===== config.mk =====
export PLATFORM = sky130hd
export DESIGN_NAME = video_timing_gen
export DESIGN_NICKNAME = d
export VERILOG_FILES = /design/src/rtl/video_timing_pkg.sv /design/src/rtl/video_timing_gen_sync_delay_line.sv /design/src/rtl/video_timing_gen.sv
export SDC_FILE = /design/constraint.sdc
export NUM_CORES = 1
export LEC_CHECK = 0
export ABC_CLOCK_PERIOD_IN_PS = 11600
export CORE_MARGIN = 5
export CORE_UTILIZATION = 58
export CTS_BUF_LIST = sky130_fd_sc_hd__clkbuf_8
export DETAILED_ROUTE_END_ITERATION = 12
export PLACE_DENSITY = 0.88
export SLEW_MARGIN = 40
export SYNTH_ARGS = -nofsm -noshare
export SYNTH_HDL_FRONTEND = slang
export SYNTH_HIERARCHICAL = 1
export SYNTH_SLANG_ARGS = --single-unit

===== constraint.sdc =====
create_clock -name pix_clk_in -period 11.6 [get_ports pix_clk_in]
set_input_delay 3.48 -clock pix_clk_in [delete_from_list [all_inputs] [get_ports pix_clk_in]]
set_output_delay 3.48 -clock pix_clk_in [all_outputs]
set_load 0.01 [all_outputs]

===== src/rtl/video_timing_pkg.sv =====
// Raster timing constants for the supported video modes, plus helpers shared
// by the timing generator (total derivation, sync polarity, region decode).
package video_timing_pkg;

  localparam logic POL_NEG = 1'b0;
  localparam logic POL_POS = 1'b1;

  // 640x480@60, 25 MHz pixel clock
  localparam int VGA_H_ACTIVE = 640;
  localparam int VGA_H_FP     = 16;
  localparam int VGA_H_SYNC   = 96;
  localparam int VGA_H_BP     = 48;
  localparam int VGA_V_ACTIVE = 480;
  localparam int VGA_V_FP     = 10;
  localparam int VGA_V_SYNC   = 2;
  localparam int VGA_V_BP     = 33;
  localparam logic VGA_H_POL  = POL_NEG;
  localparam logic VGA_V_POL  = POL_NEG;
  localparam int VGA_CW       = 12;

  // 1280x720@60, 74.25 MHz pixel clock
  localparam int HD720_H_ACTIVE = 1280;
  localparam int HD720_H_FP     = 110;
  localparam int HD720_H_SYNC   = 40;
  localparam int HD720_H_BP     = 220;
  localparam int HD720_V_ACTIVE = 720;
  localparam int HD720_V_FP     = 5;
  localparam int HD720_V_SYNC   = 5;
  localparam int HD720_V_BP     = 20;
  localparam logic HD720_H_POL  = POL_POS;
  localparam logic HD720_V_POL  = POL_POS;
  localparam int HD720_CW       = 12;

  typedef enum logic [1:0] {
    REG_ACTIVE,
    REG_FP,
    REG_SYNC,
    REG_BP
  } region_e;

  function automatic int calc_total(input int act, input int fp, input int sync, input int bp);
    return act + fp + sync + bp;
  endfunction

  function automatic region_e region_of(input int cnt, input int act, input int fp, input int sync);
    if (cnt < act)                 return REG_ACTIVE;
    else if (cnt < act + fp)       return REG_FP;
    else if (cnt < act + fp + sync) return REG_SYNC;
    else                           return REG_BP;
  endfunction

endpackage


===== src/rtl/video_timing_gen_sync_delay_line.sv =====
// N-stage shift line for the {hsync, vsync, de} group; N=0 passes straight
// through, otherwise every stage resets to the idle pattern.
module sync_delay_line #(
  parameter int N = 2,
  parameter int W = 3,
  parameter logic [W-1:0] IDLE = '0
) (
  input  logic         i_clk,
  input  logic         i_rst,
  input  logic [W-1:0] i_d,
  output logic [W-1:0] o_q
);

  generate
    if (N == 0) begin : g_pass
      assign o_q = i_d;
    end else begin : g_pipe
      logic [W-1:0] r_stage [N];

      always_ff @(posedge i_clk or posedge i_rst) begin
        if (i_rst) begin
          for (int i = 0; i < N; i++) r_stage[i] <= IDLE;
        end else begin
          r_stage[0] <= i_d;
          for (int i = 1; i < N; i++) r_stage[i] <= r_stage[i-1];
        end
      end

      assign o_q = r_stage[N-1];
    end
  endgenerate

endmodule


===== src/rtl/video_timing_gen.sv =====
// Raster timing generator: zero-latency pixel coordinates for the pixel source
// and a sync/de group delayed by PIPE_DLY to line up with its read latency.
module video_timing_gen
  import video_timing_pkg::*;
#(
  parameter int   H_ACTIVE = VGA_H_ACTIVE,
  parameter int   H_FP     = VGA_H_FP,
  parameter int   H_SYNC   = VGA_H_SYNC,
  parameter int   H_BP     = VGA_H_BP,
  parameter int   V_ACTIVE = VGA_V_ACTIVE,
  parameter int   V_FP     = VGA_V_FP,
  parameter int   V_SYNC   = VGA_V_SYNC,
  parameter int   V_BP     = VGA_V_BP,
  parameter logic H_POL    = VGA_H_POL,
  parameter logic V_POL    = VGA_V_POL,
  parameter int   CW       = VGA_CW,
  parameter int   PIPE_DLY = 2
) (
  input  logic          pix_clk_in,
  input  logic          rst_in,
  input  logic          en_in,
  output logic [CW-1:0] x_out,
  output logic [CW-1:0] y_out,
  output logic          active_out,
  output logic          line_start_out,
  output logic          frame_start_out,
  output logic          hsync_out,
  output logic          vsync_out,
  output logic          de_out
);

  localparam int H_TOTAL = calc_total(H_ACTIVE, H_FP, H_SYNC, H_BP);
  localparam int V_TOTAL = calc_total(V_ACTIVE, V_FP, V_SYNC, V_BP);
  localparam logic [CW-1:0] H_LAST = CW'(H_TOTAL - 1);
  localparam logic [CW-1:0] V_LAST = CW'(V_TOTAL - 1);
  localparam logic [2:0] SYNC_IDLE = {~H_POL, ~V_POL, 1'b0};

  generate
    if (H_ACTIVE < 1 || H_FP < 1 || H_SYNC < 1 || H_BP < 1 ||
        V_ACTIVE < 1 || V_FP < 1 || V_SYNC < 1 || V_BP < 1 ||
        PIPE_DLY < 0 || CW < 2 || CW > 30 ||
        H_TOTAL > (1 << CW) || V_TOTAL > (1 << CW)) begin : g_bad_params
      $error("video_timing_gen: illegal timing parameters");
    end
  endgenerate

  logic [CW-1:0] r_h_cnt;
  logic [CW-1:0] r_v_cnt;
  logic          w_run;
  logic          w_h_wrap;
  region_e       w_h_region;
  region_e       w_v_region;
  logic [2:0]    w_sync_raw;
  logic [2:0]    w_sync_dly;

  // Gating with rst_in lets the coordinate group drop to idle without a clock.
  assign w_run    = en_in & ~rst_in;
  assign w_h_wrap = (r_h_cnt == H_LAST);

  always_ff @(posedge pix_clk_in or posedge rst_in) begin
    if (rst_in) begin
      r_h_cnt <= '0;
      r_v_cnt <= '0;
    end else if (!en_in) begin
      r_h_cnt <= '0;
      r_v_cnt <= '0;
    end else if (w_h_wrap) begin
      r_h_cnt <= '0;
      r_v_cnt <= (r_v_cnt == V_LAST) ? '0 : r_v_cnt + CW'(1);
    end else begin
      r_h_cnt <= r_h_cnt + CW'(1);
    end
  end

  assign w_h_region = region_of(int'(r_h_cnt), H_ACTIVE, H_FP, H_SYNC);
  assign w_v_region = region_of(int'(r_v_cnt), V_ACTIVE, V_FP, V_SYNC);

  assign x_out           = w_run ? r_h_cnt : '0;
  assign y_out           = w_run ? r_v_cnt : '0;
  assign active_out      = w_run && (w_h_region == REG_ACTIVE) && (w_v_region == REG_ACTIVE);
  assign line_start_out  = w_run && (r_h_cnt == '0);
  assign frame_start_out = w_run && (r_h_cnt == '0) && (r_v_cnt == '0);

  // vsync follows v_cnt, which only moves on the h wrap, so it is line-aligned.
  assign w_sync_raw = w_run ? {((w_h_region == REG_SYNC) ? H_POL : ~H_POL),
                               ((w_v_region == REG_SYNC) ? V_POL : ~V_POL),
                               active_out}
                            : SYNC_IDLE;

  sync_delay_line #(
    .N    (PIPE_DLY),
    .W    (3),
    .IDLE (SYNC_IDLE)
  ) u_sync_dly (
    .i_clk (pix_clk_in),
    .i_rst (rst_in),
    .i_d   (w_sync_raw),
    .o_q   (w_sync_dly)
  );

  assign hsync_out = w_sync_dly[2];
  assign vsync_out = w_sync_dly[1];
  assign de_out    = w_sync_dly[0];

endmodule


# == Word level (Yosys, flattened, before mapping) ==
# Index checks and enable logic that the tools add are counted.
# totals
elab_cells,43
out_inout_bits,30
regBits,30
# op_classes
bitwise,2
magnitude_cmp,6
n_addsub,2
n_eq_ne,5
n_reduce_logical,8
n_mux,16
# ops
cell,n
12-bit two-way mux,7
12-bit by 10-bit less-than comparator with 1-bit output (second input constant),3
12-bit by 9-bit less-than comparator with 1-bit output (second input constant),3
12-bit by 1-bit adder with 12-bit output (second input constant),2
12-bit by 10-bit == test with 1-bit output (second input constant),2
12-bit zero test,2
2-bit two-way mux,4
2-bit == test (second input constant),2
1-bit logical AND,4
2-bit zero test,2
1-bit two-way mux,4
3-bit two-way mux,1
2-bit by 1-bit != test with 1-bit output (second input constant),1
1-bit AND,1
1-bit inverter,1

# == Longest topological paths before layout ==
# logic_depth
depth_word,8
depth_mapped,7

# == Modules after synthesis ==
# The synthesis kept the hierarchy.
# modules_own_cells
module,area_each_um2,cells_each,n_inst,seq_area_each_um2
video_timing_gen,1635.3,200,1,600.6
sync_delay_line,181.4,10,1,155.1

# == Least setup slack after synthesis ==
# Ideal clock, no wire load.
# synth_timing
path_kind,input to output
start,input rst_in
end,output x_out[10]
slack_ps,3079
cell_stages,4
arrival_time_ps,5041
path_cell_list,clkbuf_1 inv_1 clkbuf_1 and3_2
# synth_via
elab_chain_len,3
# synth_rtl
item,line_no,rtl
"start, declared",video_timing_gen.sv:20,"input logic rst_in,"
1-bit inverter,video_timing_gen.sv:57,assign w_run = en_in & ~rst_in;
1-bit AND,video_timing_gen.sv:57,
12-bit two-way mux,video_timing_gen.sv:78,assign x_out = w_run ? r_h_cnt : '0;
"end, declared",video_timing_gen.sv:22,"output logic [CW-1:0] x_out,"
# Every way passes these cells.

# == Worst setup path after layout ==
# layout_timing
start,input en_in
end,output frame_start_out
# layout_via
elab_chain_len,3
# layout_rtl
item,line_no,rtl
"start, declared",video_timing_gen.sv:21,"input logic en_in,"
1-bit AND,video_timing_gen.sv:57,
1-bit logical AND (2 in series),video_timing_gen.sv:82,assign frame_start_out = w_run && (r_h_cnt == '0) && (r_v_cnt == '0);
"end, declared",video_timing_gen.sv:26,"output logic frame_start_out,"
# Every way passes these cells.

==> flow_summary.yaml <==
logic_synthesis:
  syn_area_per_cell_um2: 8.65
  yosys_register_bits: 30
  synth.yosys.warnings: 6
  synthTopCellsByArea: "dfrtp_1 (36%), and3_1 (6.2%), dfstp_2 (5.8%), nand3_1 (4.4%), nor2_1 (4.1%)"
  synth_top_cell_by_area: "dfrtp_1"
  netlist_area_um2: 1820
  synth_top_area_share_pct: 35.8
  synthesis.nets: 217
  ys_types: 40
  synth_cells: 210
  ys_seq_area_share_pct: 41.6
cts:
  tritoncts: "yes"
  cts_sinks: 30
  post_cts_buffers: 0
  post_cts_resized: 0
  cts-root-buf: "clkbuf_8"
  cts_buffer_depth: 2
  holdBufCountCts: 0
  path_clk_slew_ns: 0.06
  htreeDepth: 2
  clk_latency_ns: 0.29
  numCtsBuffers: 5
placed_design:
  gp_congestion: 0.918
  hpwl_mm: 2.96
  port_buffers: 32
  preCtsSetupSlack_ns: 2.08
setup_path:
  worstPathArrival_ns: 6.14
  cpPeakStageDelay_ns: 0.92
  crit_type: "in -> out"
  crit_family: "buffers and inverters"
  worstSetupEndpointType: "primary output"
  cp-start-kind: "primary input"
  crit_buf_inv: 3
  path_common_cell: "clkdlybuf4s50_1"
  crit_fanout: 23
  slowest_stage: "clkdlybuf4s50_1"
  required_ns: 8.12
  path_cells: "clkdlybuf4s50_1 -> clkinv_1 -> nor2_1 -> and4_1 -> nor3b_1 -> clkdlybuf4s50_1"
timing:
  rsz0062_at_grt: "no"
  tns_ns: 0
  finalSetupViolCount: 0
  tightest_slew_ns: 0.702
  hold_violations: 0
  max_freq_mhz: 104
  max_slew_margin_pct: 53.1
  clock_skew_ns: 0.00351
  final-max-slew-violation-count: 0
  worst_slack_ns: 1.98
  period_share_pct: 82.9
  period_needed_ns: 9.62
drt:
  dr.pass1.iters: 4
  drt_iter0_drc: 135
  drt-total-wl_mm: 4.32
  vias_per_cell: 6.07
  postRouteAntennaNets: 0
  drt-wirelength-per-cell_um: 15.8
  via_count: 1664
  drc: 0
layout:
  drive_gt1_share_pct: 7.39
  nets: 237
  syn_to_final_growth_pct: 20.7
  final_util_pct: 72.4
  n_antenna_cell: 0
  fill_cells: 236
floorplanning:
  row_count: 20
  core-area_um2: 3030
  fp.dieH_um: 66.0
  initial_core_util_pct: 60.0
  die-area_um2: 4350
  die_w_um: 66.0
  io_pins: 33
flow_run:
  cap_viol_max_count: 0
grt:
  grt_usage_pct: 22.0
  gr-total-overflow: 0
  grt_max_degree: 24
  grt_pass1_vias: 1558
  grt_pass1_wl_mm: 7.32
  antenna_found_initial: 0
power_and_ir_drop:
  ir_drop_uv: 62.9
  power_density_nw_per_um2: 93.3
  p_leak_nw: 0.881
worst_hold_path:
  min_path_type: "reg -> reg"
run_status:
  status: "completed"
cells in the mapped netlist (all sizes together):
library cell	count
dfrtp	26
nor2	20
and3	19
nand3	16
clkbuf	15
nand2	10
nor3	10
nand4	9
inv	8
xnor2	8
a31oi	7
a21oi	6
nor4	6
o21ai	6
buf	5
or4	5
dfstp	4
ha	4
or3	4
and4	3
o31ai	3
and2	2
nand3b	2
nor2b	2
nor4b	2
xor2	2
a311oi	1
a41oi	1
clkinv	1
nor3b	1
nor4bb	1
or2	1
placed cells by master, fill, tap and decap left out, types with 6 or more instances in the layout:
master,count
nand3_1,16
nor3_1,10
a21oi_1,6
inv_1,8
clkdlybuf4s50_1,32
nand4_1,9
and3_1,18
dfrtp_1,26
a31oi_1,7
nor2_1,20
nand2_1,10
xnor2_1,8
where the power goes:
part	switching, mW	total, mW	leakage (nW)	internal [mW]
Combinational	0.0108	0.0173	0.437	0.00653
Clock	0.0381	0.0782	0.0438	0.0401
Sequential	0.00247	0.109	0.400	0.107
cell type report:
| class | count | area, um^2 | area share, % |
|---|---|---|---|
| Tap cell | 44 | 55.1 | 2.51 |
| Clock buffer | 5 | 68.8 | 3.14 |
| Timing Repair Buffer | 33 | 328 | 15.0 |
| Inverter | 9 | 33.8 | 1.54 |
| Multi-Input combinational cell | 151 | 941 | 42.9 |
| Sequential cell | 30 | 756 | 34.5 |
| Clock inverter | 2 | 10.0 | 0.457 |
stage by stage:
stage / hold WS, ns / cell area (um^2) / std cells / power [mW]
2_1_floorplan: 0.331 / 1820 / 210 / 0.122
3_3_place_gp: 0.333 / 2110 / 267 / 0.128
3_5_place_dp: 0.340 / 2110 / 267 / 0.128
4_1_cts: 0.354 / 2180 / 274 / 0.206
5_1_grt: 0.365 / 2190 / 274 / 0.213
6_report: 0.356 / 2190 / 274 / 0.205
worst paths after layout:
| check | from | to | slack, ns | depth (start not counted) |
|---|---|---|---|---|
| worst max-delay path | en_in | frame_start_out | 1.98 | 6 |
| worst min-delay path | u_sync_dly/g_pipe.r_stage[5]$_DFF_PP1_ | u_sync_dly/o_q[2]$_DFF_PP1_ | 0.36 | 0 |
| worst max register to register | r_v_cnt[6]$_DFFE_PP0P_ | r_v_cnt[6]$_DFFE_PP0P_ | 9.49 | 4 |
| worst min register to register | u_sync_dly/g_pipe.r_stage[5]$_DFF_PP1_ | u_sync_dly/o_q[2]$_DFF_PP1_ | 0.36 | 0 |
| max in group asynchronous | rst_in | r_v_cnt[11]$_DFFE_PP0P_ | 7.08 | 3 |
| min in group asynchronous | rst_in | u_sync_dly/g_pipe.r_stage[3]$_DFF_PP0_ | 3.69 | 2 |
routing by layer:
metal / vias to the layer above / part of all wire [%] / GRT usage [%]
li1: 791 / - / -
met5: - / 0 / 0
met3: 12 / 8.2 / 4.08
met1: 769 / 44 / 31.4
met4: 0 / 2.8 / 10.9
met2: 92 / 45 / 31.9
sequential cells by signal (all words and copies together) (netlist names):
| name | cells |
|---|---|
| r_v_cnt | 12 |
| r_h_cnt | 12 |
| u_sync_dly/o_q | 3 |
| u_sync_dly/g_pipe.r_stage | 3 |
cells by family after synthesis:
logic type | after synthesis | synth area share, %
buf+inv | 29 | 7.02
fa+ha+maj | 4 | 2.75
flops | 30 | 41.6
simple gates | 113 | 35.9
compound gates | 24 | 7.92
xor+xnor | 10 | 4.82
Note: power is estimated with default switching activity, not from simulation.
